==> config.mk <==
export PLATFORM = sky130hd
export DESIGN_NAME = instruction_fetch
export DESIGN_NICKNAME = d
export VERILOG_FILES = /design/src/rtl/minirisc_pkg.sv /design/src/rtl/fetch_skid_buffer.sv /design/src/rtl/instruction_fetch.sv
export SDC_FILE = /design/constraint.sdc
export NUM_CORES = 1
export LEC_CHECK = 0
export CAP_MARGIN = 10
export CORE_ASPECT_RATIO = 1.75
export CORE_UTILIZATION = 31
export CTS_CLUSTER_SIZE = 20
export DETAILED_ROUTE_END_ITERATION = 8
export DONT_BUFFER_PORTS = 1
export GPL_TIMING_DRIVEN = 0
export PLACE_DENSITY = 0.52
export SYNTH_ARGS = -nofsm -noshare
export SYNTH_HDL_FRONTEND = slang
export SYNTH_HIERARCHICAL = 1
export SYNTH_SLANG_ARGS = --single-unit
==> constraint.sdc <==
create_clock -name clk -period 2.82 [get_ports clk]
set_input_delay 0.564 -clock clk [delete_from_list [all_inputs] [get_ports clk]]
set_output_delay 0.564 -clock clk [all_outputs]
set_load 0.05 [all_outputs]
==> src/rtl/minirisc_pkg.sv <==
// Shared definitions for the minirisc front end: fetch FSM states,
// instruction width and the default boot address.
package minirisc_pkg;

    localparam int          INSTR_W          = 32;
    localparam logic [31:0] DEFAULT_RESET_PC = 32'h0000_0000;

    typedef enum logic [1:0] {
        BOOT  = 2'd0,
        RUN   = 2'd1,
        FLUSH = 2'd2,
        HALT  = 2'd3
    } fetch_state_t;

    // Word-address increment; wraps 32'hFFFF_FFFF to 0 naturally.
    function automatic logic [31:0] pc_inc(input logic [31:0] pc);
        return pc + 32'd1;
    endfunction

endpackage

==> src/rtl/fetch_skid_buffer.sv <==
// One-entry skid buffer between the instruction memory return path and the
// fetch output register. When the consumer stalls while a word is arriving,
// the word is parked here; the parked word is always presented first.
module fetch_skid_buffer
    import minirisc_pkg::*;
(
    input  logic               clk,
    input  logic               rst_n,
    input  logic               flush,
    input  logic               in_valid,
    output logic               in_ready,
    input  logic [INSTR_W-1:0] in_data,
    input  logic [31:0]        in_pc,
    output logic               out_valid,
    input  logic               out_ready,
    output logic [INSTR_W-1:0] out_data,
    output logic [31:0]        out_pc
);

    logic               full_reg, full_next;
    logic [INSTR_W-1:0] data_reg, data_next;
    logic [31:0]        pc_reg,   pc_next;

    // Park an arriving word on a stall, release it when the consumer takes it.
    always_comb begin
        full_next = full_reg;
        data_next = data_reg;
        pc_next   = pc_reg;
        if (flush) begin
            full_next = 1'b0;
        end else if (full_reg) begin
            if (out_ready) begin
                full_next = 1'b0;
            end
        end else if (in_valid && !out_ready) begin
            full_next = 1'b1;
            data_next = in_data;
            pc_next   = in_pc;
        end
    end

    // Entry storage.
    always_ff @(posedge clk or negedge rst_n) begin
        if (!rst_n) begin
            full_reg <= 1'b0;
            data_reg <= '0;
            pc_reg   <= '0;
        end else begin
            full_reg <= full_next;
            data_reg <= data_next;
            pc_reg   <= pc_next;
        end
    end

    assign in_ready  = !full_reg;
    assign out_valid = full_reg || in_valid;
    assign out_data  = full_reg ? data_reg : in_data;
    assign out_pc    = full_reg ? pc_reg   : in_pc;

endmodule

==> src/rtl/instruction_fetch.sv <==
// Instruction fetch stage: issues word reads to a synchronous instruction
// memory, tracks the pc of the in-flight read, and hands instructions to
// decode through a valid/ready output register backed by a skid buffer.
// Supports branch redirects (with flush) and a terminal halt.
module instruction_fetch
    import minirisc_pkg::*;
#(
    parameter logic [31:0] RESET_PC = DEFAULT_RESET_PC,
    parameter int          IMEM_AW  = 10
)(
    input  logic               clk,
    input  logic               rst_n,
    output logic               imem_en,
    output logic [IMEM_AW-1:0] imem_addr,
    input  logic [INSTR_W-1:0] imem_rdata,
    input  logic               redirect_valid,
    input  logic [31:0]        redirect_pc,
    input  logic               halt_req,
    output logic               instr_valid,
    input  logic               instr_ready,
    output logic [INSTR_W-1:0] instr_out,
    output logic [31:0]        instr_pc,
    output logic               halted
);

    fetch_state_t       state_reg, state_next;
    logic [31:0]        pc_reg, pc_next;
    logic               rvalid_reg, rvalid_next;     // read issued last cycle, data arrives now
    logic [31:0]        rpc_reg, rpc_next;           // pc of that read
    logic               halt_pend_reg, halt_pend_next;
    logic               out_valid_reg, out_valid_next;
    logic [INSTR_W-1:0] out_data_reg, out_data_next;
    logic [31:0]        out_pc_reg, out_pc_next;

    logic               issue;
    logic               redirect_take;
    logic               halt_eff;
    logic               out_accept;
    logic               skid_in_ready;
    logic               skid_out_valid;
    logic [INSTR_W-1:0] skid_out_data;
    logic [31:0]        skid_out_pc;
    logic               skid_free;

    // Redirects only act in RUN; in HALT (and the short BOOT/FLUSH windows) they are dropped.
    assign redirect_take = redirect_valid && (state_reg == RUN);
    assign halt_eff      = halt_req || halt_pend_reg;
    assign out_accept    = !out_valid_reg || instr_ready;

    // A new read may be issued only if the skid entry is guaranteed empty when
    // its data comes back: empty now and not capturing, or full and draining.
    assign skid_free = skid_in_ready ? (!rvalid_reg || out_accept) : out_accept;

    fetch_skid_buffer u_skid (
        .clk       (clk),
        .rst_n     (rst_n),
        .flush     (redirect_take),
        .in_valid  (rvalid_reg),
        .in_ready  (skid_in_ready),
        .in_data   (imem_rdata),
        .in_pc     (rpc_reg),
        .out_valid (skid_out_valid),
        .out_ready (out_accept),
        .out_data  (skid_out_data),
        .out_pc    (skid_out_pc)
    );

    // Fetch FSM: next state, read issue and pending-halt tracking.
    always_comb begin
        state_next     = state_reg;
        issue          = 1'b0;
        halt_pend_next = halt_pend_reg;
        case (state_reg)
            BOOT: begin
                state_next = RUN;
                if (halt_req) begin
                    halt_pend_next = 1'b1;
                end
            end
            RUN: begin
                if (redirect_take) begin
                    // Redirect wins over a simultaneous halt; halt must be re-asserted.
                    state_next     = FLUSH;
                    halt_pend_next = 1'b0;
                end else begin
                    if (halt_req) begin
                        halt_pend_next = 1'b1;
                    end
                    if (halt_eff) begin
                        // Stop issuing; enter HALT once the last read has returned.
                        if (!rvalid_reg) begin
                            state_next = HALT;
                        end
                    end else begin
                        issue = skid_free;
                    end
                end
            end
            FLUSH: begin
                // Skid and output register were just cleared, so the target read is safe.
                state_next = RUN;
                issue      = 1'b1;
                if (halt_req) begin
                    halt_pend_next = 1'b1;
                end
            end
            HALT: begin
                halt_pend_next = 1'b0;
            end
            default: begin
                state_next = BOOT;
            end
        endcase
    end

    // Pc and in-flight read tracking.
    always_comb begin
        rvalid_next = issue;
        rpc_next    = issue ? pc_reg : rpc_reg;
        if (redirect_take) begin
            pc_next = redirect_pc;
        end else if (issue) begin
            pc_next = pc_inc(pc_reg);
        end else begin
            pc_next = pc_reg;
        end
    end

    // Output register: load from the skid path whenever decode can take a word.
    always_comb begin
        out_valid_next = out_valid_reg;
        out_data_next  = out_data_reg;
        out_pc_next    = out_pc_reg;
        if (redirect_take) begin
            out_valid_next = 1'b0;
        end else if (out_accept) begin
            out_valid_next = skid_out_valid;
            if (skid_out_valid) begin
                out_data_next = skid_out_data;
                out_pc_next   = skid_out_pc;
            end
        end
    end

    // State registers; reset abandons any in-flight read.
    always_ff @(posedge clk or negedge rst_n) begin
        if (!rst_n) begin
            state_reg     <= BOOT;
            pc_reg        <= RESET_PC;
            rvalid_reg    <= 1'b0;
            rpc_reg       <= '0;
            halt_pend_reg <= 1'b0;
            out_valid_reg <= 1'b0;
            out_data_reg  <= '0;
            out_pc_reg    <= '0;
        end else begin
            state_reg     <= state_next;
            pc_reg        <= pc_next;
            rvalid_reg    <= rvalid_next;
            rpc_reg       <= rpc_next;
            halt_pend_reg <= halt_pend_next;
            out_valid_reg <= out_valid_next;
            out_data_reg  <= out_data_next;
            out_pc_reg    <= out_pc_next;
        end
    end

    assign imem_en     = issue;
    assign imem_addr   = pc_reg[IMEM_AW-1:0];
    assign instr_valid = out_valid_reg;
    assign instr_out   = out_data_reg;
    assign instr_pc    = out_pc_reg;
    assign halted      = (state_reg == HALT);

endmodule

==> results.md, run 1 <==
- Clock group share of total power: 0.208
- Top Metal Used: met4
- CTS buffer count: 17
- P_int: 6.81 mW
- CP Capture Type: primary output
- Stages on worst setup path: 8
- Cell family with most CP delay: buffers and inverters
- Initial antenna violation count: 2
- Max VDD drop: 429 uV
- First-pass GRT wire length: 35.0 mm
- Number of flops mapped to enable cells by yosys: 0
- Global-route total usage across every layer: 0.157
- Slew Limit Fails: 0
- Yosys synthesis warning count: 6
- Final period util: 0.959
- Layout cell share with drive strength beyond 1: 0.294
- Mapped Nets: 758
- Die Ht: 228 um
- Initial core utilization: 0.316
- LEAKAGE: 4.46 nW
- Port bufs: 0
- Post-route ant nets: 0
- M1 WL: 8.04 mm
- Switching power of the nets: 5.21 mW
- DRC viols: 0
- Min Tclk post-route: 2700 ps
- Worst-path clk slew: 70 ps
- Drt first-iter violations: 252
- Sequential fraction of the synthesis area: 0.545
- Area Overhead vs Synth: 12.9%
- CTS tree: done
- TritonCTS Sinks: 198
- Fin area: 10300 sq um
- Grt ovf: 0
- Fin. Hold Viols: 198
- Max-Cap Viols: 0
- Nets: 781
- Slew @ Worst Pin: 734 ps
- Rows: 82
- Worst-path cell chain: buf_8, buf_12, inv_1, nor2b_1, o211a_4, o21ai_4, buf_12, clkinvlp_4
- DR vias: 5475
- CP max stage cell: dfrtp_1
- Setup crit start kind: register
- Vias per Instance: 4.98
- Setup Skew: 7.91 ps
- Met3 WL: 1.23 mm
- Reg2reg path depth: 6
- Final WL: 22.5 mm
- Max frequency: 370 MHz
- Status: complete, but fails checks
- Setup_tns: 0 ps
- Worst-path maximum fanout: 10
- WP data required: 2260 ps
- Hpwl dp: 16.2 mm
- Synth cell types: 49
- Final Wtd Congestion: 0.820
- Met2 wire length: 12.5 mm
- WS Path Type: reg2out
- Die ar.: 30000 sq um
- Switching Share: 0.433
- Htree depth: 4
- Ports: 146
- Crit path largest cell delay: 390 ps
- WP data arrival: 2140 ps
- Flops & latches, synth: 198
- Max clock buf depth: 2
- Filler cells: 2785
- Seq pwr share: 0.550
- Pwr/cell area: 1170 nW/um^2
- Post-synthesis cell count: 684
- Die X: 131 um
- Area of the mapped netlist: 9090 sq um
- Vias in the first global route: 5766
- Synthesized area per cell: 13.3 sq um
- DRT Pass-1 Iters: 6
- Clock root cell: clkbuf_16
- Comb pwr share: 0.242
- Failing checks: negative hold slack
- Most frequent CP cell: buf_12
- Final setup fails: 0
- Ys async rst share: 1.00
- WL per Instance: 20.5 um
- Worst-Skew Late Latency: 440 ps
- Total core area: 28700 sq um
- Largest net degree at the start of global routing: 199
- Worst hold margin: -196 ps
- Slew margin rel.: 0.509
- Dpl cell area: 9560 sq um
- RSZ-0062 raised after global routing: false
- Main synth FF type: dfrtp_1
- Worst path bufs/invs: 5
- Hold Path Class: in2async
-- routing by layer --
layer  up-vias  global-route usage
met1      2792               0.159
met2       140               0.287
met4         0              0.0861
met5         -                   0
met3        36              0.0430
li1       2507                   -
-- metrics by stage --
step	total power, mW	hold slack (ps)	utilization	setup WS [ps]	std cells
final	12.0	-196	0.357	117	1099
after global routing	12.7	-224	0.357	5.50	1099
after CTS	12.2	-232	0.356	-36.2	1095
after detailed placement	9.60	273	0.333	-613	1062
after global placement	9.49	273	0.333	-624	1062
after floorplan	8.72	268	-	221	684
-- power by group through the flow --
stage | Combinational (mW) | Sequential [mW] | Clock [mW]
after detailed placement | 2.91 | 6.69 | 0
after CTS | 2.96 | 6.63 | 2.61
after global routing | 3.20 | 6.77 | 2.71
after floorplan | 2.43 | 6.30 | 0
final | 2.91 | 6.61 | 2.51
after global placement | 2.85 | 6.64 | 0
-- layout by cell type (no fill, tap or decap), types with 3 or more instances in the layout --
master,Yosys,layout
and3_1,3,3
xor2_1,12,12
dfrtp_1,198,197
nand4_1,6,6
nor3_1,6,6
buf_6,6,6
ha_1,5,5
a21oi_1,4,4
o21ai_0,8,8
nor2_1,23,23
o21ai_1,13,13
mux2_1,87,87
nand3_1,8,8
a31oi_1,11,11
buf_4,12,18
o31a_1,5,5
inv_6,0,3
o31ai_1,9,9
nand2_1,35,35
and2_1,3,3
or4_1,10,10
buf_2,12,9
clkbuf_1,16,16
inv_1,12,10
nand2b_1,5,5
o211ai_1,8,8
mux2_2,132,132
clkinvlp_4,0,6
o2111ai_1,7,7
clkbuf_16,0,17
or3_1,3,3
-- path summary, 6_finish.rpt --
kind,start,slack [ps],endpoint
min in group clk,redirect_pc[13],230,pc_reg[13]
min reg2reg,u_skid/data_reg[15],480,u_skid/data_reg[15]
max in group asynchronous,rst_n,2630,u_skid/data_reg[17]
max,u_skid/full_reg,120,imem_en
max reg2reg,u_skid/full_reg,280,instr_pc[20]
min,rst_n,-200,instr_pc[22]
-- kinds of logic after synthesis --
| family | count (synthesis) | synth area share |
|---|---|---|
| mux | 220 | 0.273 |
| flops | 198 | 0.545 |
| simple gates | 114 | 0.0678 |
| compound gates | 75 | 0.0591 |
| buf+inv | 59 | 0.0359 |
| xor+xnor | 13 | 0.0125 |
| fa+ha+maj | 5 | 0.00689 |
-- Yosys cell counts (9+ instances only) --
library cell | count | area, sq um
inv_1 | 12 | 45.0
nor2_1 | 23 | 86.3
xor2_1 | 12 | 105
mux2_1 | 87 | 980
or4_1 | 10 | 75.1
a31oi_1 | 11 | 68.8
buf_4 | 12 | 90.1
dfrtp_1 | 198 | 4950
o21ai_1 | 13 | 65.1
clkbuf_1 | 16 | 60.1
nand2_1 | 35 | 131
o31ai_1 | 9 | 67.6
buf_2 | 12 | 60.1
mux2_2 | 132 | 1490
-- timing repair --
| item | CTS | global route |
|---|---|---|
| resized for setup | 16 | 1 |
| setup buffers | 3 | 3 |
| pin swaps | 1 | 1 |
| setup endpoints to repair | 98 | 31 |
| gates cloned | 0 | 0 |
| endpoints found under the hold margin | 198 | 198 |
-- cell type report --
cell class,count,area [sq um],area share
flip-flops and latches,198,4960,0.483
multi-input cells,427,3820,0.372
well taps,378,473,0.0461
clock buffers,20,457,0.0445
plain buffers,45,314,0.0306
clock inverters,12,141,0.0138
inverters,12,52.6,0.00512
repair buffers,6,45.0,0.00439
diodes,1,2.50,0.000244
Note: power is estimated with default switching activity, not from simulation.
==> run 2: changes to the inputs <==
--- a/config.mk
+++ b/config.mk
@@ -15,5 +15,4 @@
 export PLACE_DENSITY = 0.52
 export SYNTH_ARGS = -nofsm -noshare
 export SYNTH_HDL_FRONTEND = slang
-export SYNTH_HIERARCHICAL = 1
 export SYNTH_SLANG_ARGS = --single-unit
==> run 2 against run 1 <==
Net effect: via count increased by 3.1%; sequential cell count is the same; highest routed layer unchanged; sequential power fell by 0.8%; worst setup slack worse by 12 ps; first-iteration DRC count grew 12%; critical endpoint unchanged; register-to-register slack got worse by 40 ps; clock skew up 3.4 ps; the flow still finishes with violations (negative hold slack).
==> results.md, run 2 <==
- Status: complete, but fails checks (unchanged)
- Failing checks: negative hold slack (unchanged)
- Setup crit start kind: register (unchanged)
- Initial core utilization: 0.314 (was 0.316)
- Slew @ Worst Pin: 806 ps (was 734 ps)
- Area Overhead vs Synth: 12.5% (was 12.9%)
- Top-area cell type share of the netlist area: 0.565 (was 0.545)
- Area of the mapped netlist: 8760 sq um (was 9090 sq um)
- Final setup fails: 0 (unchanged)
- Post-synthesis cell count: 747 (was 684)
- Reg2reg path depth: 8 (was 6)
- Drt first-iter violations: 283 (was 252)
- Setup_tns: 0 ps (unchanged)
- Final period util: 0.963 (was 0.959)
- Switching Share: 0.451 (was 0.433)
- Clock root cell: clkbuf_16 (unchanged)
- P_int: 6.43 mW (was 6.81 mW)
- WP data arrival: 2150 ps (was 2140 ps)
- Total core area: 27900 sq um (was 28700 sq um)
- DR vias: 5647 (was 5475)
- Top cells by area, synth: dfrtp_1 57%, mux2_2 12%, mux2i_1 7.5% (was dfrtp_1 55%, mux2_2 16%, mux2_1 11%)
- Grt ovf: 0 (unchanged)
- Slew margin rel.: 0.463 (was 0.509)
- Count leader, synth: dfrtp_1 (unchanged)
- Mapped Nets: 821 (was 758)
- Clock group share of total power: 0.202 (was 0.208)
- DRT Pass-1 Iters: 4 (was 6)
- Yosys synthesis warning count: 0 (was 6)
- CTS tree: done (unchanged)
- CTS buffer count: 17 (unchanged)
- Max clock buf depth: 2 (unchanged)
- Largest area contributor in the netlist: dfrtp_1 (unchanged)
- Initial antenna violation count: 0 (was 2)
- Ports: 146 (unchanged)
- CP Capture Type: primary output (unchanged)
- Min Tclk post-route: 2720 ps (was 2700 ps)
- Flops & latches, synth: 198 (unchanged)
- Most frequent cells in the layout: 197 x dfrtp_1, 94 x mux2_2, 80 x nor2_1 (was 197 x dfrtp_1, 132 x mux2_2, 87 x mux2_1)
- Fin. Hold Viols: 198 (unchanged)
- Hpwl dp: 15.7 mm (was 16.2 mm)
- Port bufs: 0 (unchanged)
- Max frequency: 368 MHz (was 370 MHz)
- Worst hold margin: -190 ps (was -196 ps)
- WP data required: 2260 ps (about the same)
- Worst-path maximum fanout: 10 (unchanged)
- Layout cell share with drive strength beyond 1: 0.204 (was 0.294)
- Worst-path clk slew: 70 ps (about the same)
- Worst setup endpoint: imem_en (unchanged)
- Global-route total usage across every layer: 0.157 (about the same)
- Main synth FF type: dfrtp_1 (unchanged)
- Seq pwr share: 0.560 (was 0.550)
- Antenna Cells: 0 (was 1)
- Final WL: 21.7 mm (was 22.5 mm)
- Vias per Instance: 4.90 (was 4.98)
- Die ar.: 29000 sq um (was 30000 sq um)
- Vias in the first global route: 5884 (was 5766)
- Hold Path Class: in2async (unchanged)
- Final Wtd Congestion: 0.819 (was 0.820)
- Post-route ant nets: 0 (unchanged)
- Switching power of the nets: 5.27 mW (was 5.21 mW)
- Synthesized area per cell: 11.7 sq um (was 13.3 sq um)
- Crit path launch: state_reg[1] (was u_skid/full_reg)
- Dpl ws: -140 ps (was -613 ps)
- Die X: 129 um (was 131 um)
- R2R setup slack: 240 ps (was 280 ps)
- Comb pwr share: 0.238 (was 0.242)
- Total Power: 11.7 mW (was 12.0 mW)
- LEAKAGE: 4.10 nW (was 4.46 nW)
- WS Path Type: reg2out (unchanged)
- Most common cell after layout, fill and taps aside: dfrtp_1 (unchanged)
- Synth cell types: 43 (was 49)
- Slew Limit Fails: 0 (unchanged)
- Pwr/cell area: 1190 nW/um^2 (was 1170 nW/um^2)
- TritonCTS Sinks: 198 (unchanged)
- Rows: 81 (was 82)
- FF-to-FF End: pc_reg[17] (was instr_pc[20])
- Worst-Skew Late Latency: 450 ps (was 440 ps)
- Largest net degree at the start of global routing: 199 (unchanged)
- Htree depth: 4 (unchanged)
- Crit path setup slack, layout: 105 ps (was 117 ps)
- DRC viols: 0 (unchanged)
- FF-to-FF Start: state_reg[0] (was u_skid/full_reg)
- Max-Cap Viols: 0 (unchanged)
- Nets: 841 (was 781)
- First-pass GRT wire length: 33.7 mm (was 35.0 mm)
- Number of flops mapped to enable cells by yosys: 0 (unchanged)
- Sequential fraction of the synthesis area: 0.565 (was 0.545)
- Synth top cells by count: 198 x dfrtp_1, 94 x mux2_2, 80 x nor2_1 (was 198 x dfrtp_1, 132 x mux2_2, 87 x mux2_1)
- Die Ht: 224 um (was 228 um)
- Max VDD drop: 503 uV (was 429 uV)
- RSZ-0062 raised after global routing: false (unchanged)
- Setup Skew: 11.3 ps (was 7.91 ps)
- WL per Instance: 18.8 um (was 20.5 um)
- Ys async rst share: 1.00 (unchanged)
[run 2: cell types whose count changed in the layout (fill, tap and decap cells not counted), moves of 7 or more]
cell,previous run,this run
a21oi_1,4,71
buf_1,0,7
clkbuf_1,16,28
mux2_1,87,0
mux2_2,132,94
mux2i_1,1,66
nor2_1,23,80
o21ai_0,8,27
o21ai_1,13,1
or4_1,10,3
[run 2: final cells by class]
class	count	area, sq um
Timing Repair Buffer	2	27.5
Clock inverter	11	103
Inverter	6	26.3
Multi-Input combinational cell	486	3550
Fill cell	2753	18000
Buffer	56	274
Tap cell	373	467
Clock buffer	20	457
Sequential cell	198	4960
[run 2: metal layers]
metal / GRT usage / part of all wire / vias to the layer above
li1: - / - / 2687
met1: 0.161 / 0.38 / 2796
met2: 0.284 / 0.53 / 128
met3: 0.0516 / 0.060 / 36
met4: 0.0713 / 0.029 / 0
met5: 0 / 0 / -
[run 2: kinds of logic after synthesis]
family / share of synthesized area
flops: 0.565
simple gates: 0.0899
mux: 0.196
compound gates: 0.0906
buf+inv: 0.0328
xor+xnor: 0.0180
fa+ha+maj: 0.00714
[run 2: through the flow]
stage                     hold slack (ps)  instance area (sq um)  utilization  std cells
final                                -190                   9860        0.354       1152
after global routing                 -225                   9860        0.354       1152
after CTS                            -222                   9830        0.353       1151
after detailed placement              271                   9230        0.331       1120
after global placement                272                   9230        0.331       1120
after floorplan                       268                   8760            -        747
[run 2: timing repair]
item	in CTS	in global routing
buffers inserted	1	1
endpoints found under the hold margin	198	198
pin swaps	1	1
endpoints found under the setup margin	59	96
gates resized for setup	9	13
[run 2: power groups by stage]
| stage | registers (mW) | clock network, mW | logic, mW |
|---|---|---|---|
| global route | 6.75 | 2.55 | 3.13 |
| detailed placement | 6.65 | 0 | 2.77 |
| CTS | 6.59 | 2.45 | 2.82 |
| floorplan | 6.23 | 0 | 2.29 |
| finish | 6.56 | 2.36 | 2.79 |
| global placement | 6.61 | 0 | 2.72 |
[run 2: worst min-delay path by stage]
stage	from	depth (start not counted)	slack [ps]	to
finish	rst_n	0	-190	instr_pc[29]
global placement	rst_n	0	270	instr_out[8]
global route	rst_n	0	-230	u_skid.data_reg[3]
detailed placement	rst_n	0	270	instr_out[8]
CTS	rst_n	0	-220	instr_out[2]
floorplan	rst_n	0	270	halt_pend_reg
[run 2: critical path, cell delays in order (launching register included)]
cell and delay (ps):
dfrtp_1 400, inv_1 110, ha_2 250, nor2b_4 200
o211a_4 250, o21ai_4 80, buf_6 170, clkinvlp_4 220
==> run 3: changes to the inputs <==
--- a/config.mk
+++ b/config.mk
@@ -6,13 +6,16 @@
 export NUM_CORES = 1
 export LEC_CHECK = 0
 export CAP_MARGIN = 10
+export CELL_PAD_IN_SITES_DETAIL_PLACEMENT = 1
+export CELL_PAD_IN_SITES_GLOBAL_PLACEMENT = 2
 export CORE_ASPECT_RATIO = 1.75
+export CORE_MARGIN = 1.5
 export CORE_UTILIZATION = 31
 export CTS_CLUSTER_SIZE = 20
 export DETAILED_ROUTE_END_ITERATION = 8
 export DONT_BUFFER_PORTS = 1
 export GPL_TIMING_DRIVEN = 0
-export PLACE_DENSITY = 0.52
+export PLACE_DENSITY = 0.69
 export SYNTH_ARGS = -nofsm -noshare
 export SYNTH_HDL_FRONTEND = slang
 export SYNTH_SLANG_ARGS = --single-unit
==> run 3 against run 2 <==
Net effect: the flow still finishes with violations (negative hold slack); via count increased by 0.62%; first-iteration DRC count decreased by 30%; global-route usage increased by 0.50 points; sequential cell count unchanged; critical path type unchanged; sequential share of layout area decreased by 0.29 points; cell count barely moved; highest routed layer unchanged.
==> results.md, run 3 (synthesized netlist as in run 2, its figures left out) <==
- Clock group share of total power: 0.215 (was 0.202)
- Worst hold margin: -188 ps (was -190 ps)
- P_int: 6.64 mW (was 6.43 mW)
- Worst-path maximum fanout: 10 (unchanged)
- Nets: 839 (was 841)
- CTS tree: done (unchanged)
- Hold Path Class: in2async (unchanged)
- WS Path Type: reg2out (unchanged)
- Final Wtd Congestion: 0.768 (was 0.819)
- Post-route ant nets: 0 (unchanged)
- Port bufs: 0 (unchanged)
- DRC viols: 0 (unchanged)
- Switching Share: 0.443 (was 0.451)
- Die Ht: 225 um (was 224 um)
- DRT Pass-1 Iters: 4 (unchanged)
- Min Tclk post-route: 2700 ps (was 2720 ps)
- Vias per Instance: 4.94 (was 4.90)
- TritonCTS Sinks: 198 (unchanged)
- Hpwl dp: 16.4 mm (was 15.7 mm)
- Setup Skew: 6.62 ps (was 11.3 ps)
- Crit path setup slack, layout: 116 ps (was 105 ps)
- Largest net degree at the start of global routing: 199 (unchanged)
- Worst-path cell chain: nand2b_1, o211a_4, o21ai_4, buf_6, clkinvlp_4 (was inv_1, ha_2, nor2b_4, o211a_4, o21ai_4, buf_6, clkinvlp_4)
- Area Overhead vs Synth: 13.2% (was 12.5%)
- Grt ovf: 0 (unchanged)
- CP Capture Type: primary output (unchanged)
- CTS buffer count: 17 (unchanged)
- Crit path largest cell delay: 530 ps (was 400 ps)
- Htree depth: 4 (unchanged)
- CP max stage cell: dfrtp_2 (was dfrtp_1)
- Dpl ws: -202 ps (was -140 ps)
- Max-Cap Viols: 0 (unchanged)
- Initial antenna violation count: 0 (unchanged)
- RSZ-0062 raised after global routing: true (was false)
- Fin. Hold Viols: 198 (unchanged)
- Initial core utilization: 0.314 (unchanged)
- Worst path bufs/invs: 2 (was 3)
- Slew margin rel.: 0.448 (was 0.463)
- Max frequency: 370 MHz (was 368 MHz)
- Status: complete, but fails checks (unchanged)
- Seq pwr share: 0.551 (was 0.560)
- WL per Instance: 19.5 um (was 18.8 um)
- Vias in the first global route: 6323 (was 5884)
- Worst-path clk slew: 70 ps (about the same)
- Max clock buf depth: 2 (unchanged)
- Die ar.: 29300 sq um (was 29000 sq um)
- Final WL: 22.4 mm (was 21.7 mm)
- Failing checks: negative hold slack (unchanged)
- Clock root cell: clkbuf_16 (unchanged)
- Final period util: 0.959 (was 0.963)
- Filler cells: 3033 (was 2753)
- Cell family with most CP delay: flip-flops (was buffers and inverters)
- Comb pwr share: 0.234 (was 0.238)
- Global-route total usage across every layer: 0.162 (was 0.157)
- Antenna Cells: 0 (unchanged)
- Layout cell share with drive strength beyond 1: 0.204 (about the same)
- Pwr/cell area: 1200 nW/um^2 (was 1190 nW/um^2)
- Most frequent cells in the layout: 197 x dfrtp_1, 94 x mux2_2, 80 x nor2_1 (unchanged)
- Max VDD drop: 475 uV (was 503 uV)
- Worst-Skew Late Latency: 450 ps (about the same)
- First-pass GRT wire length: 35.8 mm (was 33.7 mm)
- DR vias: 5682 (was 5647)
- Setup crit start kind: register (unchanged)
- Switching power of the nets: 5.29 mW (was 5.27 mW)
- Slew @ Worst Pin: 828 ps (was 806 ps)
- WP data arrival: 2140 ps (was 2150 ps)
- Most common cell after layout, fill and taps aside: dfrtp_1 (unchanged)
- Total core area: 27900 sq um (unchanged)
- WP data required: 2260 ps (about the same)
- Ports: 146 (unchanged)
- Die X: 130 um (was 129 um)
- Rows: 81 (unchanged)
- Final Util: 0.356 (was 0.354)
- Drt first-iter violations: 197 (was 283)
- Final setup fails: 0 (unchanged)
- Slew Limit Fails: 0 (unchanged)
- LEAKAGE: 4.11 nW (was 4.10 nW)
-- run 3: repair_timing --
item | CTS | global route
hold endpoints to repair | 198 | 198
gates resized for setup | 14 | 8
endpoints found under the setup margin | 116 | 21
cloned | 0 | 0
setup buffers | 1 | 0
pin swaps | 1 | 0
-- run 3: per-stage QoR --
stage          cells  TNS (ps)  cell area, sq um  hold slack, ps  power, mW
6_report        1151         0              9920            -188       11.9
3_5_place_dp    1120     -7820              9230             280       9.46
5_1_grt         1151     -51.8              9920            -217       12.7
4_1_cts         1152     -5.66              9900            -217       12.1
3_3_place_gp    1120     -7170              9230             277       9.33
2_1_floorplan    747         0              8760             268       8.52
-- run 3: area by class of cell --
class / count / area (sq um) / share of cell area
sequential: 198 / 4960 / 0.500
multi-input combinational: 486 / 3570 / 0.360
clock buffer: 22 / 474 / 0.0478
tap: 373 / 467 / 0.0470
buffer: 55 / 272 / 0.0274
clock inverter: 10 / 146 / 0.0148
inverter: 6 / 26.3 / 0.00265
timing repair buffer: 1 / 7.51 / 0.000757
-- run 3: path summary, 6_finish.rpt --
path | start | to | slack, ps | cells after the start
max | instr_valid | imem_en | 120 | 5
min | rst_n | pc_reg[3] | -190 | 0
max reg2reg | state_reg[0] | pc_reg[29] | 140 | 8
min reg2reg | u_skid.pc_reg[29] | u_skid.pc_reg[29] | 500 | 1
max in group asynchronous | rst_n | u_skid.pc_reg[24] | 2590 | 0
min in group clk | redirect_pc[11] | pc_reg[11] | 230 | 2
-- run 3: routing by layer --
metal | GRT usage | part of all wire | routed length [um] | up-vias
met5 | 0 | 0 | 0 | -
met4 | 0.0649 | 0.025 | 556 | 0
met3 | 0.0487 | 0.055 | 1240 | 28
met2 | 0.289 | 0.54 | 12100 | 110
met1 | 0.176 | 0.38 | 8520 | 2864
li1 | - | - | - | 2680
-- run 3: power groups by stage --
stage               combinational (mW)  clock [mW]  sequential, mW
finish                            2.80        2.57            6.57
global placement                  2.73           0            6.60
global route                      3.18        2.76            6.77
detailed placement                2.79           0            6.67
CTS                               2.85        2.66            6.60
floorplan                         2.29           0            6.23
